File: src/rtl/csr_trap_pkg.sv
// csr_trap_pkg: CSR addresses, trap cause codes and sequencer state encoding.
package csr_trap_pkg;
   localparam logic [11:0] CSR_MEPC   = 12'h341;
   localparam logic [11:0] CSR_MCAUSE = 12'h342;
   localparam logic [11:0] CSR_MTVAL  = 12'h343;
   localparam logic [3:0] CAUSE_INST_MISALIGNED  = 4'd0;
   localparam logic [3:0] CAUSE_ILLEGAL          = 4'd2;
   localparam logic [3:0] CAUSE_LOAD_MISALIGNED  = 4'd4;
   localparam logic [3:0] CAUSE_STORE_MISALIGNED = 4'd6;
   typedef enum logic [2:0] {
      ST_IDLE,
      ST_W_MEPC,
      ST_W_MCAUSE,
      ST_W_MTVAL,
      ST_T_REDIRECT,
      ST_R_MEPC,
      ST_RET_WAIT,
      ST_RET_REDIRECT
   } state_t;
endpackage

File: src/rtl/trap_cause_encoder.sv
// trap_cause_encoder: trap request priority and mcause selection.
module trap_cause_encoder
   import csr_trap_pkg::*;
(
   input  logic       i_illinst,
   input  logic       i_misaligned,
   input  logic [1:0] i_kind,
   output logic       o_trap,
   output logic [3:0] o_cause
);
   assign o_trap  = i_illinst | i_misaligned;
   assign o_cause = i_illinst      ? CAUSE_ILLEGAL :
                    i_kind == 2'd0 ? CAUSE_INST_MISALIGNED :
                    i_kind == 2'd1 ? CAUSE_LOAD_MISALIGNED : CAUSE_STORE_MISALIGNED;
endmodule

File: src/rtl/csr_trap_sequencer.sv
// csr_trap_sequencer: writes mepc/mcause on a trap or reads mepc on mret, then redirects fetch.
// Build option TRAP_MTVAL_EN adds an mtval write to the trap sequence.
module csr_trap_sequencer
   import csr_trap_pkg::*;
#(
   parameter int                XLEN       = 32,
   parameter logic [XLEN-1:0]   MTVEC_BASE = 32'h0000_0010
)(
   input  logic            clk,
   input  logic            reset,
   input  logic            initiate_illinst,
   input  logic            initiate_misaligned,
   input  logic [1:0]      misaligned_kind,
   input  logic            mret_req,
   input  logic [XLEN-1:0] exc_pc,
   input  logic [XLEN-1:0] exc_tval,
   output logic            csr_read,
   output logic            csr_write,
   output logic [11:0]     csr_addr,
   output logic [XLEN-1:0] csr_wdata,
   input  logic [XLEN-1:0] csr_rdata,
   output logic            stall,
   output logic            flush,
   output logic            redirect_valid,
   output logic [XLEN-1:0] redirect_pc,
   output logic            double_fault
);
   state_t      r_state;
   logic [3:0]  r_cause;
   logic        w_trap;
   logic [3:0]  w_cause;
`ifdef TRAP_MTVAL_EN
   logic [XLEN-1:0] r_tval;
`else
   logic w_unused_tval;
   assign w_unused_tval = ^exc_tval;
`endif

   trap_cause_encoder u_enc (
      .i_illinst    (initiate_illinst),
      .i_misaligned (initiate_misaligned),
      .i_kind       (misaligned_kind),
      .o_trap       (w_trap),
      .o_cause      (w_cause)
   );

   assign stall = (r_state != ST_IDLE) | w_trap | mret_req;

   // CSR/redirect outputs are registered: each arm sets what the next state drives.
   always_ff @(posedge clk or posedge reset) begin
      if (reset) begin
         r_state        <= ST_IDLE;
         r_cause        <= '0;
`ifdef TRAP_MTVAL_EN
         r_tval         <= '0;
`endif
         csr_read       <= 1'b0;
         csr_write      <= 1'b0;
         csr_addr       <= '0;
         csr_wdata      <= '0;
         flush          <= 1'b0;
         redirect_valid <= 1'b0;
         redirect_pc    <= '0;
         double_fault   <= 1'b0;
      end else begin
         csr_read       <= 1'b0;
         csr_write      <= 1'b0;
         csr_addr       <= '0;
         csr_wdata      <= '0;
         flush          <= 1'b0;
         redirect_valid <= 1'b0;
         redirect_pc    <= '0;
         if (r_state != ST_IDLE && w_trap) double_fault <= 1'b1;
         case (r_state)
            ST_IDLE: begin
               if (w_trap) begin
                  r_cause   <= w_cause;
`ifdef TRAP_MTVAL_EN
                  r_tval    <= exc_tval;
`endif
                  r_state   <= ST_W_MEPC;
                  csr_write <= 1'b1;
                  csr_addr  <= CSR_MEPC;
                  csr_wdata <= {exc_pc[XLEN-1:2], 2'b00};
               end else if (mret_req) begin
                  r_state  <= ST_R_MEPC;
                  csr_read <= 1'b1;
                  csr_addr <= CSR_MEPC;
               end
            end
            ST_W_MEPC: begin
               r_state   <= ST_W_MCAUSE;
               csr_write <= 1'b1;
               csr_addr  <= CSR_MCAUSE;
               csr_wdata <= {{(XLEN-4){1'b0}}, r_cause};
            end
`ifdef TRAP_MTVAL_EN
            ST_W_MCAUSE: begin
               r_state   <= ST_W_MTVAL;
               csr_write <= 1'b1;
               csr_addr  <= CSR_MTVAL;
               csr_wdata <= r_tval;
            end
            ST_W_MTVAL: begin
`else
            ST_W_MCAUSE: begin
`endif
               r_state        <= ST_T_REDIRECT;
               redirect_valid <= 1'b1;
               redirect_pc    <= MTVEC_BASE;
               flush          <= 1'b1;
            end
            ST_R_MEPC: r_state <= ST_RET_WAIT;
            ST_RET_WAIT: begin
               r_state        <= ST_RET_REDIRECT;
               redirect_valid <= 1'b1;
               redirect_pc    <= {csr_rdata[XLEN-1:2], 2'b00};
               flush          <= 1'b1;
            end
            default: r_state <= ST_IDLE;
         endcase
      end
   end
endmodule

File: config.mk
export PLATFORM = sky130hd
export DESIGN_NAME = csr_trap_sequencer
export DESIGN_NICKNAME = d
export VERILOG_FILES = /design/src/rtl/csr_trap_pkg.sv /design/src/rtl/trap_cause_encoder.sv /design/src/rtl/csr_trap_sequencer.sv
export SDC_FILE = /design/constraint.sdc
export NUM_CORES = 1
export LEC_CHECK = 0
export ABC_AREA = 0
export CAP_MARGIN = 10
export CORE_MARGIN = 2
export CORE_UTILIZATION = 31
export DETAILED_ROUTE_END_ITERATION = 8
export PLACE_DENSITY = 0.78
export REMOVE_ABC_BUFFERS = 1
export SYNTH_ARGS = -nofsm -noshare
export SYNTH_HDL_FRONTEND = slang
export SYNTH_SLANG_ARGS = --single-unit
File: constraint.sdc
create_clock -name clk -period 2.4 [get_ports clk]
set_clock_uncertainty 0.2 [all_clocks]
set_input_delay 0.48 -clock clk [delete_from_list [all_inputs] [get_ports clk]]
set_output_delay 0.48 -clock clk [all_outputs]
set_load 0.02 [all_outputs]
# --- After elaboration in Yosys (flattened, before gate mapping) ---
# Index checks and enable logic that the tools add are counted.
classes:
  eq_ne: 6
  muxes: 18
  n_bitwise: 3
  reduce_logical: 6
op_table:
  columns: ["op", "count"]
  rows:
  - ["32-bit case mux with 2 select lines", 2]
  - ["32-bit 2-to-1 mux", 1]
  - ["10-bit 2-to-1 mux", 2]
  - ["10-bit case mux with 2 select lines", 1]
  - ["3-bit case mux with 5 select lines", 1]
  - ["4-bit 2-to-1 mux", 2]
  - ["3-bit equality test (second input constant)", 2]
  - ["3-bit 2-to-1 mux", 2]
  - ["1-bit 2-to-1 mux", 5]
  - ["3-bit by 1-bit equality test with 1-bit output (second input constant)", 1]
  - ["3-bit by 2-bit equality test with 1-bit output (second input constant)", 1]
  - ["3-bit zero test", 1]
  - ["3-bit inequality test (second input constant)", 1]
  - ["1-bit OR", 3]
  - ["3-bit nonzero test", 1]
  - ["2-bit by 1-bit equality test with 1-bit output (second input constant)", 1]
  - ["2-bit zero test", 1]
  - ["2-bit 2-to-1 mux", 1]
  - ["1-bit case mux with 2 select lines", 1]
  - ["2-bit AND reduction", 1]
  - ["2-bit OR reduction", 1]
  - ["1-bit logical AND", 1]
word_totals:
  ff_bits: 87
  inputBits: 103
  word_cells: 42

# --- Logic depth before layout (Yosys ltp) ---
# Gate-level depths: netlist (run 1).
depth:
  depth_word: 4
  depth_mapped: 5

# --- By module ---
# Synthesis (run 1) repeated with hierarchy kept, for this count alone.
hier_totals:
  cells_unflattened: 200
  hier_area_um2: 2720.1
by_module_without_submodules:
  columns: ["module", "instances", "cells_each", "area_per_inst_um2"]
  rows:
  - ["csr_trap_sequencer", 1, 194, 2678.8]
  - ["trap_cause_encoder", 1, 6, 41.3]

# --- Worst setup path before layout (run 1) ---
# OpenSTA, ideal clock, no wires.
synth_timing:
  path_type: "register to output"
  from: "reg r_state[2]"
  to: "out stall"
  arrival_ns: 0.919
  setup_slack_ns: 0.801
  path_stages_with_launch: 4
  cell_sequence: "dfrtp_1 clkbuf_1 nor3_1 nand2_1"
synth_via:
  elab_chain_cells: 3
synth_lines:
  columns: ["element", "line_no", "text"]
  rows:
  - ["from (decl)", "csr_trap_sequencer.sv:28", "state_t r_state;"]
  - ["from (signal assigned)", "csr_trap_sequencer.sv:52", "r_state <= ST_IDLE;"]
  - ["from (signal assigned)", "csr_trap_sequencer.sv:81", "r_state <= ST_W_MEPC;"]
  - ["from (signal assigned)", "csr_trap_sequencer.sv:86", "r_state <= ST_R_MEPC;"]
  - ["3-bit nonzero test", "csr_trap_sequencer.sv:47", "assign stall = (r_state != ST_IDLE) | w_trap | mret_req;"]
  - ["1-bit OR (2 in series)", "csr_trap_sequencer.sv:47", null]
  - ["to (decl)", "csr_trap_sequencer.sv:22", "output logic stall,"]
# No other way between the ends.

# --- Worst setup path in the final report (run 1) ---
layout_timing:
  from: "in initiate_illinst"
  to: "out stall"
layout_via:
  elab_chain_cells: 3
layout_lines:
  columns: ["element", "line_no", "text"]
  rows:
  - ["from (decl)", "csr_trap_sequencer.sv:11", "input logic initiate_illinst,"]
  - ["1-bit OR", "trap_cause_encoder.sv:11", "assign o_trap = i_illinst | i_misaligned;"]
  - ["1-bit OR (2 in series)", "csr_trap_sequencer.sv:47", null]
# No other way between the ends.

==> summary.txt, run 1 <==
Outcome
  – Status: finished, final reports clean

CTS
  – Clk Latency, worst-skew pair: approximately 0.34 ns
  – CTS Buf Count: 9
  – H-tree Lvls: 3
  – Hold buffer count at cts: 0
  – Clock transition at path regs: roughly 0.070 ns
  – Clock Path Buffers: 2
  – Clock sink count: 73
  – Root Driver: clkbuf_8
  – CTS tree: built

Yosys
  – Synthesized area per cell: ~14 um2
  – EDFF count, synth: 0
  – Ys async rst share: between 90% and 100%
  – Syn Std Cell Area: 0.00256 mm2
  – Post-synthesis cell type count: 27
  – Seq cells post-synth: 73
  – Sequential share of the synthesized area: between 70% and 80%
  – Post-Syn Instances: approximately 190
  – Syn. warnings: 0
  – Synth Flop Type: dfrtp_1

Placed design
  – GP Congestion: between 0.7 and 0.8
  – Post-DP HPWL: between 4000 and 5000 um
  – Port bufs: between 100 and 150

STA
  – Fin crit share: between 90 and 100%
  – Hold_ws: around 0.29 ns
  – Final setup viols: 0
  – Fmax: between 0.4 and 0.5 GHz
  – Crit path time final: 2.23 ns
  – RSZ-0062 raised after global routing: no
  – Fin. max-slew vios: 0
  – Hold Fails Final Rpt: 0

Worst setup path
  – Crit-path max FO: 2
  – CP startpoint kind: primary input
  – Worst-path cell chain: clkdlybuf4s50_1, nor3_1, nand2_1, dlygate4sd2_1
  – Reg2Reg Depth: 4
  – Worst setup path start: initiate_illinst
  – CP required: between 1.5 and 2 ns
  – Arrival @ worst endpoint: around 1.6 ns
  – Setup crit end kind: primary output
  – Reg2reg end: csr_wdata[17]$_DFF_PP0_
  – Slowest-stage cell, CP: clkdlybuf4s50_1
  – Max incr delay on CP: approximately 0.42 ns
  – Worst r2r src: r_state[2]$_DFFE_PP0P_
  – CP Capture Point: stall
  – Flop-to-flop setup slack: 0.50 ns
  – CP Class: primary input to primary output

Die
  – Starting density of the core: 31.6%
  – Die width: 94.9 um
  – Die area: ~0.009 mm2
  – FP Rows: 33
  – Die Ht: between 90 and 100 um
  – Ports: 185
  – Core area: 0.00809 mm2

Global routing
  – Vias in the first global route: 1,861
  – First-pass GRT wire length: ~9000 um
  – GR Util All Layers: between 10 and 15%
  – Total gr overflow: 0
  – Initial antenna violation count: 0
  – Largest net degree at the start of global routing: 74

Final layout
  – Diodes inserted: 0
  – Leading cell type in the layout, fill and taps excluded: clkdlybuf4s50_1
  – Layout cell share with drive strength beyond 1: between 7 and 8%
  – Fill cells: 723
  – Most frequent cells in the layout: clkdlybuf4s50_1 (137), dfrtp_1 (73), and3_1 (30), and2_1 (30)
  – Total Nets Final: 433
  – Synthesis-to-layout area growth: 65.0%

Detailed routing
  – WL/cell: ~14 um
  – 1st-iter DRT viols: 32
  – Drt pass-1 iters: 4
  – Remaining antenna violation count: 0
  – Vias: 1,804
  – Drt drc: 0
  – Via density: between 4 and 5
  – Final WL: 5970 um

Power
  – VDD IR max: ~400 uV
  – P_leak: 0.00200 uW
  – PwrDens: 988 mW/mm2
  – Total chip power: about 4200 uW

Job
  – Max_cap viols: 0

Worst hold path
  – Worst Hold Class: register to register
==> area by class of cell <==
type	instances	area, um2	area share [%]
well taps	105	131	3.11
repair buffers	145	1450	34.2
flip-flops and latches	73	1830	43.3
inverters	2	7.51	0.178
multi-input cells	99	594	14.1
clock inverters	5	80.1	1.90
clock buffers	10	138	3.26
==> registers in the layout (all words and copies together), names as in the netlist <==
name and flops:
csr_addr 3, r_state 3, redirect_valid 1, csr_read 1, redirect_pc 30, r_cause 2, double_fault 1, csr_write 1
csr_wdata 31
==> layer usage <==
layer / wire (um) / share of wire (%) / global-route usage [%] / vias to the layer above
met2: 3140 / 53 / 22.0 / 66
met5: 0 / 0 / 0 / -
met4: 157 / 2.6 / 8.09 / 0
met1: 2390 / 40 / 16.1 / 857
li1: - / - / - / 869
met3: 285 / 4.8 / 3.51 / 12
==> critical path: cells and delay by family <==
| family | cells | cell delay, ns |
|---|---|---|
| buf+inv | 2 | 0.74 |
| simple gates | 2 | 0.33 |
==> cells by family (layout without fill, tap and decap cells) <==
logic type / count (synthesis) / in the layout / synth area share, %
other: 1 / 10 / 0.146
flip-flops: 73 / 73 / 71.4
buffers and inverters: 26 / 162 / 6.94
AO/OA/AOI/OAI: 11 / 11 / 2.88
AND/OR/NAND/NOR: 78 / 78 / 18.7
==> cells in the mapped netlist, types with 2 or more instances <==
cell type,number,share of area (%)
dfrtp_1,73,71
and2_1,30,7.3
and3_1,30,7.3
buf_4,13,3.8
clkbuf_1,6,0.88
buf_6,4,1.8
nand2_1,4,0.59
nor2_1,4,0.59
nor3_1,3,0.59
inv_1,2,0.29
o21ai_0,2,0.39
o22ai_1,2,0.49
or3_1,2,0.49
==> power breakdown <==
| group | internal, uW | switching, uW |
|---|---|---|
| combinational | 717 | 803 |
| sequential | 1500 | 108 |
| clock | 606 | 442 |
| total | 2820 | 1350 |
==> worst min path at each step <==
| stage | slack, ns | cells past startpoint | startpoint | endpoint |
|---|---|---|---|---|
| final | 0.29 | 1 | double_fault$_DFFE_PP0P_ | double_fault$_DFFE_PP0P_ |
| after global routing | 0.32 | 1 | r_cause[1]$_DFFE_PP0P_ | csr_wdata[1]$_DFF_PP0_ |
| after CTS | 0.29 | 1 | double_fault$_DFFE_PP0P_ | double_fault$_DFFE_PP0P_ |
| after detailed placement | 0.27 | 1 | double_fault$_DFFE_PP0P_ | double_fault$_DFFE_PP0P_ |
| after global placement | 0.27 | 1 | r_cause[1]$_DFFE_PP0P_ | csr_wdata[1]$_DFF_PP0_ |
| after floorplan | 0.25 | 1 | r_cause[1]$_DFFE_PP0P_ | csr_wdata[1]$_DFF_PP0_ |
==> per-stage QoR <==
stage          TNS [ns]  instances  cell area [um2]  util (%)  setup slack, ns
2_1_floorplan     -9.73        174             2420         -           -0.133
3_3_place_gp    -0.0641        424             4000      49.4          -0.0641
3_5_place_dp    -0.0687        424             4000      49.4          -0.0687
4_1_cts               0        439             4220      52.2            0.152
5_1_grt               0        439             4220      52.2           0.0594
6_report              0        439             4220      52.2            0.170
==> what timing repair did <==
item,4_1_cts,5_1_grt
gates resized for setup,2,0
buffers inserted,0,0
setup endpoints to repair,1,0
Note: power is estimated with default switching activity, not from simulation.
==> inputs of run 2 (changes only) <==
--- a/config.mk
+++ b/config.mk
@@ -7,7 +7,6 @@
 export LEC_CHECK = 0
 export ABC_AREA = 0
 export CAP_MARGIN = 10
-export CORE_MARGIN = 2
 export CORE_UTILIZATION = 31
 export DETAILED_ROUTE_END_ITERATION = 8
 export PLACE_DENSITY = 0.78
==> summary.txt, run 2 (synthesis results as in run 1) <==
Outcome
  – Status: finished, final reports clean

CTS
  – H-tree Lvls: 3
  – Clk Latency, worst-skew pair: approximately 0.32 ns
  – CTS Buf Count: 9
  – Clock Path Buffers: 2
  – Root Driver: clkbuf_8
  – Clock sink count: 73
  – Hold buffer count at cts: 0
  – Clock transition at path regs: about 0.070 ns
  – CTS tree: built

Die
  – Starting density of the core: roughly a third
  – Die Ht: between 90 and 100 um
  – Die area: between 0.008 and 0.009 mm2
  – FP Rows: 32
  – Ports: between 150 and 200
  – Die width: 92.9 um
  – Core area: slightly below 0.008 mm2

Placed design
  – Cell Area, Placed: between 0.004 and 0.005 mm2
  – Post-DP HPWL: ~4500 um
  – DP Worst Slack: -0.0444 ns
  – Port bufs: approximately 140
  – GP Congestion: about 0.71

Worst hold path
  – Worst Hold Class: primary input to asynchronous set/reset pin

Worst setup path
  – Setup crit end kind: primary output
  – CP delay by family, top: buffers and inverters
  – Slowest-stage cell, CP: clkdlybuf4s50_1
  – Worst-path cell chain: clkdlybuf4s50_1, nor3_1, nand2_1, dlygate4sd2_1
  – Max incr delay on CP: 0.42 ns
  – WP buf/inv: 2
  – CP required: between 1.5 and 2 ns
  – CP Class: primary input to primary output
  – CP startpoint kind: primary input
  – Crit-path max FO: 2
  – Arrival @ worst endpoint: between 1.5 and 2 ns

Final layout
  – Largest registers: csr_wdata: 31 flops, redirect_pc: 30 flops
  – Layout cell share with drive strength beyond 1: approximately 8%
  – Diodes inserted: 0
  – Total Nets Final: roughly 440
  – Number of flip-flops under the largest register name: 31
  – Synthesis-to-layout area growth: 66.0%
  – Post-route cell area: between 0.004 and 0.005 mm2
  – Fin util: 54.2%
  – Most flops, register: csr_wdata
  – Most frequent cells in the layout: clkdlybuf4s50_1 (137), dfrtp_1 (73), and3_1 (30), and2_1 (30)
  – Leading cell type in the layout, fill and taps excluded: clkdlybuf4s50_1

Detailed routing
  – Final WL: 5980 um
  – WL/cell: ~14 um
  – Drt drc: 0
  – Drt pass-1 iters: 4
  – Remaining antenna violation count: 0
  – 1st-iter DRT viols: 55
  – Via density: approximately 4.2
  – Vias: around 1,900

STA
  – Hold_ws: between 0.2 and 0.3 ns
  – Fin. max-slew vios: 0
  – Final WS setup: roughly 0.18 ns
  – Fmax: 0.451 GHz
  – Fin crit share: around 92%
  – Final setup viols: 0
  – Hold Fails Final Rpt: 0
  – Setup TNS: 0 ns
  – RSZ-0062 raised after global routing: no
  – Crit path time final: between 2 and 2.5 ns

Global routing
  – Initial antenna violation count: 0
  – Vias in the first global route: about 1,800
  – GR Util All Layers: around 14%
  – First-pass GRT wire length: between 9000 and 10,000 um
  – Largest net degree at the start of global routing: 38
  – Total gr overflow: 0

Power
  – PwrDens: 981 mW/mm2
  – VDD IR max: about 330 uV
  – P_leak: between 0.002 and 0.0025 uW

Job
  – Max_cap viols: 0
[run 2: through the flow]
stage / power, uW / cells
after CTS: 4230 / 439
final: 4170 / 439
after global placement: 3140 / 423
after detailed placement: 3170 / 423
after global routing: 4400 / 439
after floorplan: 2350 / 174
[run 2: per-layer routing]
metal | track usage [%] | routed length (um)
met5 | 0 | 0
met4 | 6.67 | 150
met3 | 3.86 | 302
met2 | 24.8 | 3210
met1 | 16.3 | 2310
[run 2: layout make-up]
class                      count  area [um2]
fill                         700        3600
tap                          102         128
multi-input combinational     99         594
clock inverter                 4        76.3
inverter                       2        7.51
sequential                    73        1830
clock buffer                  12         145
timing repair buffer         147        1470
[run 2: path summary, 6_finish.rpt]
kind,from,endpoint,slack (ns),cells past startpoint
worst max-delay path,initiate_illinst,stall,0.18,4
worst max register to register,r_state[2]$_DFFE_PP0P_,csr_wdata[17]$_DFF_PP0_,0.52,4
worst min register to register,r_cause[1]$_DFFE_PP0P_,csr_wdata[1]$_DFF_PP0_,0.28,1
worst min-delay path,reset,csr_wdata[6]$_DFF_PP0_,0.28,2
max in group asynchronous,reset,redirect_pc[17]$_DFF_PP0_,1.20,3
min in group clk,r_cause[1]$_DFFE_PP0P_,csr_wdata[1]$_DFF_PP0_,0.28,1
[run 2: where the power goes]
part           total (uW)  switching (uW)  internal (uW)
Clock                1040             425            617
Sequential           1600             106           1500
Combinational        1520             804            721
Total                4170            1340           2840
[run 2: what timing repair did]
item | 4_1_cts | 5_1_grt
setup endpoints to repair | 1 | 0
gates resized for setup | 2 | 0
setup buffers | 0 | 0
